**config.mk**
```make
export PLATFORM = sky130hd
export DESIGN_NAME = instr_fetch_unit
export DESIGN_NICKNAME = d
export VERILOG_FILES = /design/src/rtl/instr_fetch_unit_pkg.sv /design/src/rtl/instr_fetch_unit_fetch_fifo.sv /design/src/rtl/instr_fetch_unit.sv
export SDC_FILE = /design/constraint.sdc
export NUM_CORES = 1
export LEC_CHECK = 0
export BUFFER_PORTS_ARGS = -buffer_cell sky130_fd_sc_hd__buf_2
export CORE_MARGIN = 8
export CORE_UTILIZATION = 60
export CTS_BUF_LIST = sky130_fd_sc_hd__clkbuf_16
export DETAILED_ROUTE_END_ITERATION = 7
export PLACE_DENSITY = 0.91
export SYNTH_ARGS = -nofsm -noshare
export SYNTH_HDL_FRONTEND = slang
export SYNTH_SLANG_ARGS = --single-unit
```
**constraint.sdc**
```tcl
create_clock -name clk -period 9.1 [get_ports clk]
set_input_delay 0.455 -clock clk [delete_from_list [all_inputs] [get_ports clk]]
set_output_delay 0.455 -clock clk [all_outputs]
set_load 0.03 [all_outputs]
```
**src/rtl/instr_fetch_unit_pkg.sv**
```systemverilog
// Shared architecture defines: fetch buffer depth, machine word width,
// pipeline stage and instruction-type encodings used across the core.
package instr_fetch_unit_pkg;

  localparam int unsigned FETCH_DEPTH = 4;
  localparam int unsigned WORD_W      = 32;

  typedef enum logic [2:0] {
    STG_FETCH     = 3'd0,
    STG_DECODE    = 3'd1,
    STG_ISSUE     = 3'd2,
    STG_EXECUTE   = 3'd3,
    STG_WRITEBACK = 3'd4
  } stage_e;

  typedef enum logic [1:0] {
    ITYPE_ALU    = 2'd0,
    ITYPE_MEM    = 2'd1,
    ITYPE_BRANCH = 2'd2,
    ITYPE_SYSTEM = 2'd3
  } instr_type_e;

endpackage

```
**src/rtl/instr_fetch_unit_fetch_fifo.sv**
```systemverilog
// fetch_fifo: synchronous prefetch FIFO with a registered head.
// The head (head_valid_o/head_data_o) is a flop copy of the oldest entry and
// is loaded in the same edge that writes an entry into an empty buffer.
// Ports:
//   clk, rst_n            clock, async active-low reset
//   push_i, push_data_i   write one entry
//   pop_i                 consume the head
//   flush_i               drop every entry (a push in the same cycle is dropped)
//   full_o, empty_o       occupancy flags
//   count_o               occupancy, 0..DEPTH
//   head_valid_o          head holds an entry
//   head_data_o           head entry
module fetch_fifo #(
  parameter int unsigned DEPTH  = 4,
  parameter int unsigned DATA_W = 64
) (
  input  logic                          clk,
  input  logic                          rst_n,
  input  logic                          push_i,
  input  logic [DATA_W-1:0]             push_data_i,
  input  logic                          pop_i,
  input  logic                          flush_i,
  output logic                          full_o,
  output logic                          empty_o,
  output logic [$clog2(DEPTH):0]        count_o,
  output logic                          head_valid_o,
  output logic [DATA_W-1:0]             head_data_o
);

  localparam int unsigned PTR_W = $clog2(DEPTH);
  localparam int unsigned CNT_W = PTR_W + 1;

  logic [DATA_W-1:0] mem_q [DEPTH];
  logic [PTR_W-1:0]  wr_ptr_q, wr_ptr_d;
  logic [PTR_W-1:0]  rd_ptr_q, rd_ptr_d;
  logic [CNT_W-1:0]  count_q, count_d;
  logic              head_valid_q, head_valid_d;
  logic [DATA_W-1:0] head_data_q, head_data_d;
  logic              pop_ok, push_ok;

  assign pop_ok  = pop_i && (count_q != '0);
  assign push_ok = push_i && !flush_i && ((count_q != CNT_W'(DEPTH)) || pop_ok);

  // Next pointers/occupancy and next head; pointers wrap naturally (DEPTH is a power of two).
  always_comb begin
    wr_ptr_d     = wr_ptr_q;
    rd_ptr_d     = rd_ptr_q;
    count_d      = count_q;
    head_valid_d = head_valid_q;
    head_data_d  = head_data_q;
    if (flush_i) begin
      wr_ptr_d     = '0;
      rd_ptr_d     = '0;
      count_d      = '0;
      head_valid_d = 1'b0;
      head_data_d  = '0;
    end else begin
      if (push_ok) wr_ptr_d = wr_ptr_q + PTR_W'(1);
      if (pop_ok)  rd_ptr_d = rd_ptr_q + PTR_W'(1);
      count_d      = count_q + CNT_W'(push_ok) - CNT_W'(pop_ok);
      head_valid_d = (count_d != '0);
      if (count_d == '0) begin
        head_data_d = '0;
      end else if ((count_q - CNT_W'(pop_ok)) == '0) begin
        // No older entry survives this cycle: the entry being pushed becomes the head.
        head_data_d = push_data_i;
      end else begin
        head_data_d = mem_q[rd_ptr_d];
      end
    end
  end

  // Storage array; no reset needed, contents qualified by count.
  always_ff @(posedge clk) begin
    if (push_ok) mem_q[wr_ptr_q] <= push_data_i;
  end

  // Control and head registers.
  always_ff @(posedge clk or negedge rst_n) begin
    if (!rst_n) begin
      wr_ptr_q     <= '0;
      rd_ptr_q     <= '0;
      count_q      <= '0;
      head_valid_q <= 1'b0;
      head_data_q  <= '0;
    end else begin
      wr_ptr_q     <= wr_ptr_d;
      rd_ptr_q     <= rd_ptr_d;
      count_q      <= count_d;
      head_valid_q <= head_valid_d;
      head_data_q  <= head_data_d;
    end
  end

  assign full_o       = (count_q == CNT_W'(DEPTH));
  assign empty_o      = (count_q == '0);
  assign count_o      = count_q;
  assign head_valid_o = head_valid_q;
  assign head_data_o  = head_data_q;

endmodule

```
**src/rtl/instr_fetch_unit.sv**
```systemverilog
// instr_fetch_unit: credit-based instruction prefetcher with redirect support.
// Requests one word per cycle while buffer credits remain, captures the
// response one cycle later into fetch_fifo, and presents the oldest entry
// on registered instr_valid/instr/instr_pc outputs.
// Ports:
//   clk, rst                 clock, async active-low reset
//   mem_req, mem_raddr       memory read request and word address
//   mem_rdata                read data, one cycle after the request
//   redirect, redirect_pc    restart fetch at a new word address
//   instr_valid/instr/instr_pc  buffer head
//   instr_ready              consumer accepts the head this cycle
module instr_fetch_unit #(
  parameter int unsigned DEPTH  = instr_fetch_unit_pkg::FETCH_DEPTH,
  parameter int unsigned WORD_W = instr_fetch_unit_pkg::WORD_W
) (
  input  logic              clk,
  input  logic              rst,
  output logic              mem_req,
  output logic [WORD_W-1:0] mem_raddr,
  input  logic [WORD_W-1:0] mem_rdata,
  input  logic              redirect,
  input  logic [WORD_W-1:0] redirect_pc,
  output logic              instr_valid,
  output logic [WORD_W-1:0] instr,
  output logic [WORD_W-1:0] instr_pc,
  input  logic              instr_ready
);

  localparam int unsigned CNT_W = $clog2(DEPTH) + 1;
  localparam int unsigned CRD_W = CNT_W + 1;

  logic [WORD_W-1:0]   fetch_pc_q, fetch_pc_d;
  logic [WORD_W-1:0]   req_pc_q, req_pc_d;
  logic                inflight_q, inflight_d;
  logic                pop, push, squash;
  logic [CNT_W-1:0]    fifo_count;
  logic                fifo_full, fifo_empty;
  logic [2*WORD_W-1:0] head_data;
  logic [CRD_W-1:0]    credits_used;

  assign pop    = instr_valid && instr_ready;
  // A response arriving in a redirect cycle belongs to the abandoned path.
  assign squash = redirect && inflight_q;
  assign push   = inflight_q && !squash;

  // Buffered entries plus the outstanding response, less a same-cycle pop.
  assign credits_used = CRD_W'(fifo_count) + CRD_W'(inflight_q) - CRD_W'(pop);
  assign mem_req      = rst && !redirect && (credits_used < CRD_W'(DEPTH));
  assign mem_raddr    = fetch_pc_q;

  // Fetch address and in-flight tracking; a redirect overrides the increment.
  always_comb begin
    fetch_pc_d = fetch_pc_q;
    req_pc_d   = req_pc_q;
    inflight_d = mem_req;
    if (mem_req) begin
      fetch_pc_d = fetch_pc_q + WORD_W'(1);
      req_pc_d   = fetch_pc_q;
    end
    if (redirect) fetch_pc_d = redirect_pc;
  end

  always_ff @(posedge clk or negedge rst) begin
    if (!rst) begin
      fetch_pc_q <= '0;
      req_pc_q   <= '0;
      inflight_q <= 1'b0;
    end else begin
      fetch_pc_q <= fetch_pc_d;
      req_pc_q   <= req_pc_d;
      inflight_q <= inflight_d;
    end
  end

  fetch_fifo #(
    .DEPTH  (DEPTH),
    .DATA_W (2 * WORD_W)
  ) u_fifo (
    .clk          (clk),
    .rst_n        (rst),
    .push_i       (push),
    .push_data_i  ({mem_rdata, req_pc_q}),
    .pop_i        (pop),
    .flush_i      (redirect),
    .full_o       (fifo_full),
    .empty_o      (fifo_empty),
    .count_o      (fifo_count),
    .head_valid_o (instr_valid),
    .head_data_o  (head_data)
  );

  assign instr    = head_data[2*WORD_W-1:WORD_W];
  assign instr_pc = head_data[WORD_W-1:0];

  // Credit accounting must never land a response in a full buffer without a pop.
  a_no_overflow : assert property (@(posedge clk) disable iff (!rst)
    !(push && fifo_full && !pop));

  // The registered head and the occupancy count must agree.
  a_head_consistent : assert property (@(posedge clk) disable iff (!rst)
    instr_valid == !fifo_empty);

endmodule

```
Word level (Yosys, flattened, before mapping). Memories as Yosys holds them, arrays and structs flattened. Cells that the tools add are included.

$add $sub $neg: 8. Multipliers: 0. Divide/modulo/power cells: 0. $lt $le $gt $ge: 1. Equal/unequal tests: 1. Shift-type cells: 0. Mux-type cells: 14. Bitwise gates (word level): 0. Reductions and logical operators: 17.

Operators by type and width (count): 64-bit two-way mux (3); 32-bit two-way mux (2); 32-bit by 1-bit adder with 32-bit output (second input constant) (1); 2-bit two-way mux (5); 1-bit logical AND (8); 3-bit logical NOT (2); 3-bit nonzero test (2); 3-bit by 1-bit subtractor with 3-bit output (2); 2-bit by 1-bit adder with 2-bit output (second input constant) (2); 3-bit by 1-bit adder with 4-bit output (1); 4-bit by 3-bit < comparator with 1-bit output (second input constant) (1); 2-bit nonzero test (2); 4-bit by 1-bit subtractor with 4-bit output (1); 3-bit by 1-bit adder with 3-bit output (1); 1-bit two-way mux (3); 3-bit two-way mux (1); 3-bit != test (second input constant) (1); 1-bit logical NOT (2); 1-bit logical OR (1).

Bits in registers: 137. Latch bits: 0. Memory bits (writable): 256. Bits in read-only memories: 0. Input bits: 68. Output and inout bits: 98. Logic and storage cells: 50. Memories kept: 1.

Memory list: u_fifo.mem_q (depth 4, bits a word 64, read ports 1, clocked after memory_dff 0, write ports 1, RTL line instr_fetch_unit_fetch_fifo.sv:33) `logic [DATA_W-1:0] mem_q [DEPTH];`.

Depth between registers and ports, before layout. Gate-level depths: netlist of run 1.

Depth in word-level cells: 10. Depth in mapped cells: 14. Gate-level depth less buffers: 11.

Modules after synthesis. Synthesis of run 1 repeated with hierarchy kept, for this count alone.

Cell total of the unflattened synthesis: 984. Area total of the unflattened synthesis: 15731.3 um^2.

Modules (own cells, without submodules): fetch_fifo (times used 1, cells each 664, area each 12379.4 um^2, seq. area each 9489.1 um^2); instr_fetch_unit (times used 1, cells each 320, area each 3352.0 um^2, seq. area each 1626.6 um^2).

Least setup slack after synthesis of run 1. OpenSTA, ideal clock, no wires.

Path type: input-to-reg. From: input port redirect. To: memory u_fifo.mem_q[0][0], enable pin. Library setup time: 0.429 ns. Arrival: 2.823 ns. Data required time: 8.671 ns. Slack: 5.848 ns. Cell stages on the path: 5. Buffers on the path: 1. Cell sequence: clkbuf_1 inv_2 nand2_1 a41oi_1 and2_1.

Word-level cells in the longest chain between the ends: 7. Elaborated cells between the ends (all ways): 8. Classes of those cells: 2 x mux; 6 x reduce/logical.

Ends and longest elaborated chain: from (decl) (RTL line instr_fetch_unit.sv:21) `input logic redirect,`; 1-bit logical AND (RTL line instr_fetch_unit.sv:43) `assign squash = redirect && inflight_q;`; 1-bit logical NOT (RTL line instr_fetch_unit.sv:44) `assign push = inflight_q && !squash;`; 1-bit logical AND (RTL line instr_fetch_unit.sv:44); 1-bit logical AND (*) (2 in a row) (RTL line instr_fetch_unit_fetch_fifo.sv:42) `assign push_ok = push_i && !flush_i && ((count_q != CNT_W'(DEPTH)) || pop_ok);`; 1-bit two-way mux (*) (RTL line instr_fetch_unit_fetch_fifo.sv:75) `if (push_ok) mem_q[wr_ptr_q] <= push_data_i;`; 1-bit two-way mux (implied by the code) (*) (RTL line instr_fetch_unit_fetch_fifo.sv:75); to (decl) (RTL line instr_fetch_unit_fetch_fifo.sv:33).

Every way passes the cells marked *; elsewhere a longest branch is shown, timed or not.

Worst setup path in the final report of run 1.
From: register u_fifo.head_valid_q, in the netlist u_fifo.head_valid_o. To: output port mem_req.

Word-level cells in the longest chain between the ends: 4.

Ends and longest elaborated chain: from (decl) (RTL line instr_fetch_unit_fetch_fifo.sv:37) `logic head_valid_q, head_valid_d;`; from (signal assigned) (RTL line instr_fetch_unit_fetch_fifo.sv:90) `head_valid_q <= head_valid_d;`; 1-bit logical AND (RTL line instr_fetch_unit.sv:41) `assign pop = instr_valid && instr_ready;`; 4-bit by 1-bit subtractor with 4-bit output (RTL line instr_fetch_unit.sv:47) `assign credits_used = CRD_W'(fifo_count) + CRD_W'(inflight_q) - CRD_W'(pop);`; 4-bit by 3-bit < comparator with 1-bit output (RTL line instr_fetch_unit.sv:48) `assign mem_req = rst && !redirect && (credits_used < CRD_W'(DEPTH));`; 1-bit logical AND (RTL line instr_fetch_unit.sv:48); to (decl) (RTL line instr_fetch_unit.sv:18) `output logic mem_req,`.

No other way between the ends.

==> results of run 1 <==
## final timing paths
| path | start | endpoint | slack [ps] | cells past startpoint |
|---|---|---|---|---|
| max | u_fifo.head_valid_o | mem_req | 3840 | 11 |
| min | redirect_pc[14] | mem_raddr[14] | 130 | 3 |
| max reg2reg | u_fifo.head_valid_o | req_pc_q[27] | 4760 | 12 |
| min reg2reg | req_pc_q[19] | u_fifo.mem_q[1][19] | 550 | 0 |
| max in group asynchronous | rst | u_fifo.rd_ptr_q[0] | 7010 | 3 |
| min in group asynchronous | rst | req_pc_q[28] | 520 | 2 |
## synth_stat cells, types with 4 or more instances
cell type    n  share of area
and4_1       4         0.0020
or3_1       13         0.0047
a221oi_1    62          0.031
buf_1       16         0.0034
edfxtp_1   256           0.44
nand3_1    144          0.041
o211ai_1    16         0.0069
o21ai_0     78          0.022
buf_2        4         0.0011
a21oi_1    125          0.036
and2_1       8         0.0029
clkbuf_1   104          0.022
mux2_2      62          0.040
nand2_1    195          0.042
dfrtp_1    137           0.20
nand3b_1   124          0.053
xor2_1       5         0.0025
nor3_1       5         0.0014
and3_1       6         0.0022
a31oi_1      8         0.0029
ha_1         9         0.0065
nor2_1      18         0.0039
inv_1       13         0.0028
o311ai_0    13         0.0065
nand4_1     11         0.0039
## cell type report
class,instances,area share
Clock inverter,33,0.00752
Timing Repair Buffer,178,0.0475
Sequential cell,393,0.566
Tap cell,384,0.0245
Inverter,15,0.00287
Multi-Input combinational cell,947,0.299
Clock buffer,41,0.0522
## per-layer routing
layer	global-route usage	part of all wire	routed length, um	up-vias
li1	-	-	-	5753
met1	0.326	0.40	17300	6395
met2	0.383	0.48	20900	838
met3	0.0496	0.10	4350	81
met4	0.0727	0.017	734	6
met5	0	0.00079	34	-
## registers in the layout (all words and copies together) (netlist names)
name,count
u_fifo.mem_q,256
req_pc_q,32
u_fifo.count_o,3
u_fifo.head_valid_o,1
inflight_q,1
u_fifo.wr_ptr_q,2
u_fifo.head_data_o,64
mem_raddr,32
u_fifo.rd_ptr_q,2
## tightest hold or removal path: cells and delay by family
| kind | cells | cell delay (ps) |
|---|---|---|
| simple gates | 2 | 90 |
| buf+inv | 1 | 70 |
## power by group
part | total (mW) | switching [mW] | internal (mW) | leakage [nW]
clock | 1.47 | 0.657 | 0.816 | 0.643
sequential | 2.24 | 0.149 | 2.09 | 4.11
combinational | 0.509 | 0.363 | 0.147 | 2.87
## logic make-up (layout without fill, tap and decap cells)
family	count (synthesis)	in the layout	share of synthesized area
xor+xnor	8	8	0.00402
mux	64	64	0.0412
fa+ha+maj	10	10	0.00760
simple gates	539	539	0.163
flops	393	393	0.637
compound gates	326	326	0.117
buf+inv	139	267	0.0302
## layout by cell type (no fill, tap or decap), drive strengths merged, types with 35 or more instances in the layout
cell	synthesis	final
nand3b	124	124
a221oi	62	62
clkbuf	104	41
a21oi	125	125
inv	14	35
o21ai	81	81
mux2	62	62
dfrtp	137	137
nand3	144	144
buf	20	177
edfxtp	256	256
nand2	195	195
## repair_timing
| item | 4_1_cts | 5_1_grt |
|---|---|---|
| hold buffers | 1 | 0 |
| endpoints found under the setup margin | 0 | 0 |
| resized for setup | 0 | 0 |
| hold endpoints to repair | 52 | 0 |
| buffers inserted | 0 | 0 |
## stage by stage
| step | total power [mW] | hold WS [ps] | area, um2 | setup WS [ps] | cells |
|---|---|---|---|---|---|
| after global placement | 2.73 | 522 | 18500 | 4610 | 1916 |
| after CTS | 4.22 | 116 | 19600 | 3900 | 1991 |
| after global routing | 4.36 | 132 | 19600 | 3560 | 1991 |
| final | 4.22 | 127 | 19600 | 3840 | 1991 |
| after detailed placement | 2.77 | 518 | 18500 | 4390 | 1916 |
| after floorplan | 2.54 | 159 | 17400 | 5850 | 1479 |
==> reports/qor.txt, run 1 <==
YS warnings: 0
Via Count: 13073
CTS buffer count: 40
DRC: 0
Post-synth EDFFs: 256
Detailed Routing Iterations Pass 1: 6
Share of layout cells above drive strength 1: 0.190
Clock Path Buffers: 3
Post-DR vias/cell: 6.57
Core box area: 0.0287 mm2
Post-synthesis cell type count: 56
Max incr delay on CP: 990 ps
Final Util: 0.684
Post-layout nets: 1653
I/O pins: 166
# rows: 62
CP delay by family, top: buffers and inverters
CP Capture Type: primary output
Die Wd: 187 um
Total wire length: 43300 um
Crit path max fanout: 54
Leakage: 7.62 nW
Filler cells: 1947
Setup tns final: 0 ps
Synthesized area: 0.0174 mm2
CP max stage cell: o21ai_4
CTS tree: yes
Seq/Total Area, Yosys: 0.637
DIE HEIGHT: 187 um
ANT nets after route: 0
Fmax achieved: 0.190 GHz
Synthesis-to-finish area growth: 12.6%
Rel. slew slack: 0.108
# H-tree levels: 2
Mapped Cells: 1479
Ys async rst share: 0.349
First-pass GRT wire length: 68700 um
Clk Latency, worst-skew pair: 530 ps
Clock sinks: 393
Critical path buffer and inverter count: 5
VDD IR-drop max: 0.000153 V
GP Congestion: 0.872
Reg clk slew, reported paths: 60 ps
Hold crit path type: in2reg
Final period utilization: 0.578
Total grt overflow: 0
CP arrival: 4810 ps
Final HPWL DP: 24200 um
Antenna violations before repair: 3
Initial Util: 0.608
Setup CP Type: reg2out
Cells along the critical path: nand2_1 -> inv_1 -> ha_1 -> inv_1 -> ha_1 -> and3b_1 -> o211a_1 -> o21ai_4 -> clkinv_1 -> buf_4 -> buf_2
Port Buffers: 165
Largest net degree at the start of global routing: 155
Worst clock skew: 11.8 ps
Die ar.: 0.0348 mm2
Most common flop cell mapped by yosys: edfxtp_1
Syn Nets: 1557
Final Max Slew Viols: 0
Crit path time final: 5260 ps
Maxcap violations: 0
Slew @ Worst Pin: 1340 ps
Area of the multi-input gates: 0.00587 mm2
Pwr per Cell Area: 215 mW/mm2
Total GRT Usage: 0.239
Wire per inst: 21.7 um
CP startpoint kind: register
First DRT Iteration DRCs: 1553
CTS root buffer: clkbuf_16
Hold Vio Cnt, Final: 0
Syn avg cell area: 11.8 um2
Required @ worst endpoint: 8650 ps
# setup viols final: 0
Outcome: complete, no violations
RSZ-0062 raised after global routing: no
Diodes inserted: 0
Reg area: 0.0111 mm2
#FFs+latches synth: 393
Vias in the first global route: 13152
Note: power is estimated with default switching activity, not from simulation.
==> run 2: changes to the inputs <==
--- a/config.mk
+++ b/config.mk
@@ -7,10 +7,10 @@
 export LEC_CHECK = 0
 export BUFFER_PORTS_ARGS = -buffer_cell sky130_fd_sc_hd__buf_2
 export CORE_MARGIN = 8
-export CORE_UTILIZATION = 60
+export CORE_UTILIZATION = 54
 export CTS_BUF_LIST = sky130_fd_sc_hd__clkbuf_16
 export DETAILED_ROUTE_END_ITERATION = 7
-export PLACE_DENSITY = 0.91
+export PLACE_DENSITY = 0.87
 export SYNTH_ARGS = -nofsm -noshare
 export SYNTH_HDL_FRONTEND = slang
 export SYNTH_SLANG_ARGS = --single-unit
==> constraint.sdc (replaced) <==
create_clock -name clk -period 4.2 [get_ports clk]
set_input_delay 0.21 -clock clk [delete_from_list [all_inputs] [get_ports clk]]
set_output_delay 0.21 -clock clk [all_outputs]
set_load 0.03 [all_outputs]
==> run 2 against run 1 <==
- sequential share of layout area shrank 2.4 points
- final area grew 4.3%
- count of clock-buffer cells in the layout grew 2
- setup slack lost 3300 ps
- die area grew 10%
- combinational power grew 130%
- highest routed layer unchanged
==> reports/qor.txt, run 2 (synthesis gave the netlist of run 1 again) <==
Slew @ Worst Pin: 1200 ps
PostCTS Resize Cnt: 0
Final Max Slew Viols: 0
Share of layout cells above drive strength 1: 0.188
Max incr delay on CP: 520 ps
CP Capture Type: primary output
Critical path buffer and inverter count: 5
DIE HEIGHT: 196 um
Fmax achieved: 0.271 GHz
Required @ worst endpoint: 3990 ps
Antenna violations before repair: 1
Most frequent cells in the layout: edfxtp_1, nand2_1, buf_2
Filler cells: 2298
Post-layout nets: 1724
Largest net degree at the start of global routing: 136
Part of the power in registers: 0.512
Pwr per Cell Area: 461 mW/mm2
Clock sinks: 393
Power Total: 9.44 mW
CP startpoint kind: register
# setup viols final: 0
DRC: 0
Most common cell after layout, fill and taps aside: edfxtp_1
Die Wd: 196 um
Maxcap violations: 0
Worst setup margin: 513 ps
Outcome: complete, no violations
Clock Path Buffers: 3
RSZ-0062 raised after global routing: no
Final period utilization: 0.878
Worst clock skew: 21.0 ps
Crit path max fanout: 35
Setup CP Type: reg2out
Via Count: 13206
Wire per inst: 21.2 um
Final Util: 0.636
CTS buffer count: 42
Port Buffers: 165
Hold crit path type: in2reg
Switching Share: 0.273
# H-tree levels: 2
Reg clk slew, reported paths: 60 ps
CTS tree: yes
Total GRT Usage: 0.228
Clk Latency, worst-skew pair: 540 ps
# rows: 66
GP Congestion: 0.874
Max FFs per register: 256
Switching power: 2.57 mW
Initial Util: 0.542
Final HPWL DP: 24400 um
Dpl ws: 734 ps
Rel. slew slack: 0.200
Core box area: 0.0322 mm2
CP max stage cell: nor4_4
Combinational Power Share: 0.123
Synthesis-to-finish area growth: 17.4%
Hold Vio Cnt, Final: 0
Setup tns final: 0 ps
CP arrival: 3480 ps
Detailed Routing Iterations Pass 1: 5
Area of the multi-input gates: 0.00587 mm2
CTS root buffer: clkbuf_16
Setup Buffers After CTS: 0
CP delay by family, top: buffers and inverters
Non-filler cells, final: 2087
Clk pwr share: 0.365
Vias in the first global route: 13676
Crit path time final: 3690 ps
ANT nets after route: 0
Placed cells: 1945
First DRT Iteration DRCs: 1214
Total grt overflow: 0
Reg area: 0.0111 mm2
Leakage: 7.95 nW
Register with the most flip-flops: u_fifo.mem_q
Cells along the critical path: nand2_1 -> inv_1 -> ha_1 -> inv_1 -> ha_1 -> and3b_1 -> nor4_4 -> o21ai_4 -> clkinv_1 -> buf_4 -> buf_2
Cell Int Power: 6.87 mW
I/O pins: 166
Total wire length: 44300 um
Post-DR vias/cell: 6.33
Die ar.: 0.0383 mm2
First-pass GRT wire length: 71200 um
VDD IR-drop max: 0.000304 V
## run 2: per-layer routing
layer | part of all wire | wire length, um | track usage | up-vias
li1 | - | - | - | 5910
met1 | 0.40 | 17700 | 0.296 | 6465
met2 | 0.48 | 21400 | 0.380 | 730
met3 | 0.096 | 4270 | 0.0444 | 99
met4 | 0.023 | 1020 | 0.0758 | 2
met5 | 0.00023 | 10 | 0 | -
## run 2: power by group through the flow
stage          registers (mW)  logic, mW  clock network, mW
3_5_place_dp             4.90       1.10                  0
2_1_floorplan            4.99      0.516                  0
4_1_cts                  4.82       1.16               3.47
6_report                 4.84       1.16               3.44
5_1_grt                  4.87       1.27               3.62
3_3_place_gp             4.88       1.07                  0
## run 2: final cells by class
type,count,area share
well taps,408,0.0249
clock inverters,33,0.00983
diodes,1,0.000122
clock buffers,43,0.0525
flip-flops and latches,393,0.543
multi-input cells,947,0.287
repair buffers,247,0.0804
inverters,15,0.00275
## run 2: path summary, 6_finish.rpt
kind | from | slack [ps] | to | cells after the start
setup / recovery | u_fifo.head_valid_o | 510 | mem_req | 11
hold / removal | redirect | 200 | u_fifo.wr_ptr_q[0] | 5
setup reg to reg | u_fifo.head_valid_o | 590 | u_fifo.head_data_o[17] | 11
hold reg to reg | req_pc_q[25] | 540 | u_fifo.mem_q[0][25] | 0
max in group asynchronous | rst | 2470 | u_fifo.head_data_o[58] | 3
min in group asynchronous | rst | 280 | req_pc_q[28] | 2
## run 2: timing repair
action	in CTS	in global routing
setup endpoints to repair	0	0
hold buffers	65	0
endpoints found under the hold margin	233	0
## run 2: metrics by stage
stage	hold slack, ps	cell area, um2
5_1_grt	237	20500
3_5_place_dp	298	18600
4_1_cts	181	20500
3_3_place_gp	291	18600
6_report	204	20500
2_1_floorplan	-85.6	17400
## run 2: worst register-to-register path, cell delays in order, from the launching register on
cell	delay (ps)
dfrtp_1	470
nand2_1	180
a41oi_1	630
ha_1	270
inv_1	50
fa_1	370
xor2_1	190
a31o_2	300
inv_2	370
buf_12	300
o21ai_0	180
a21oi_1	220
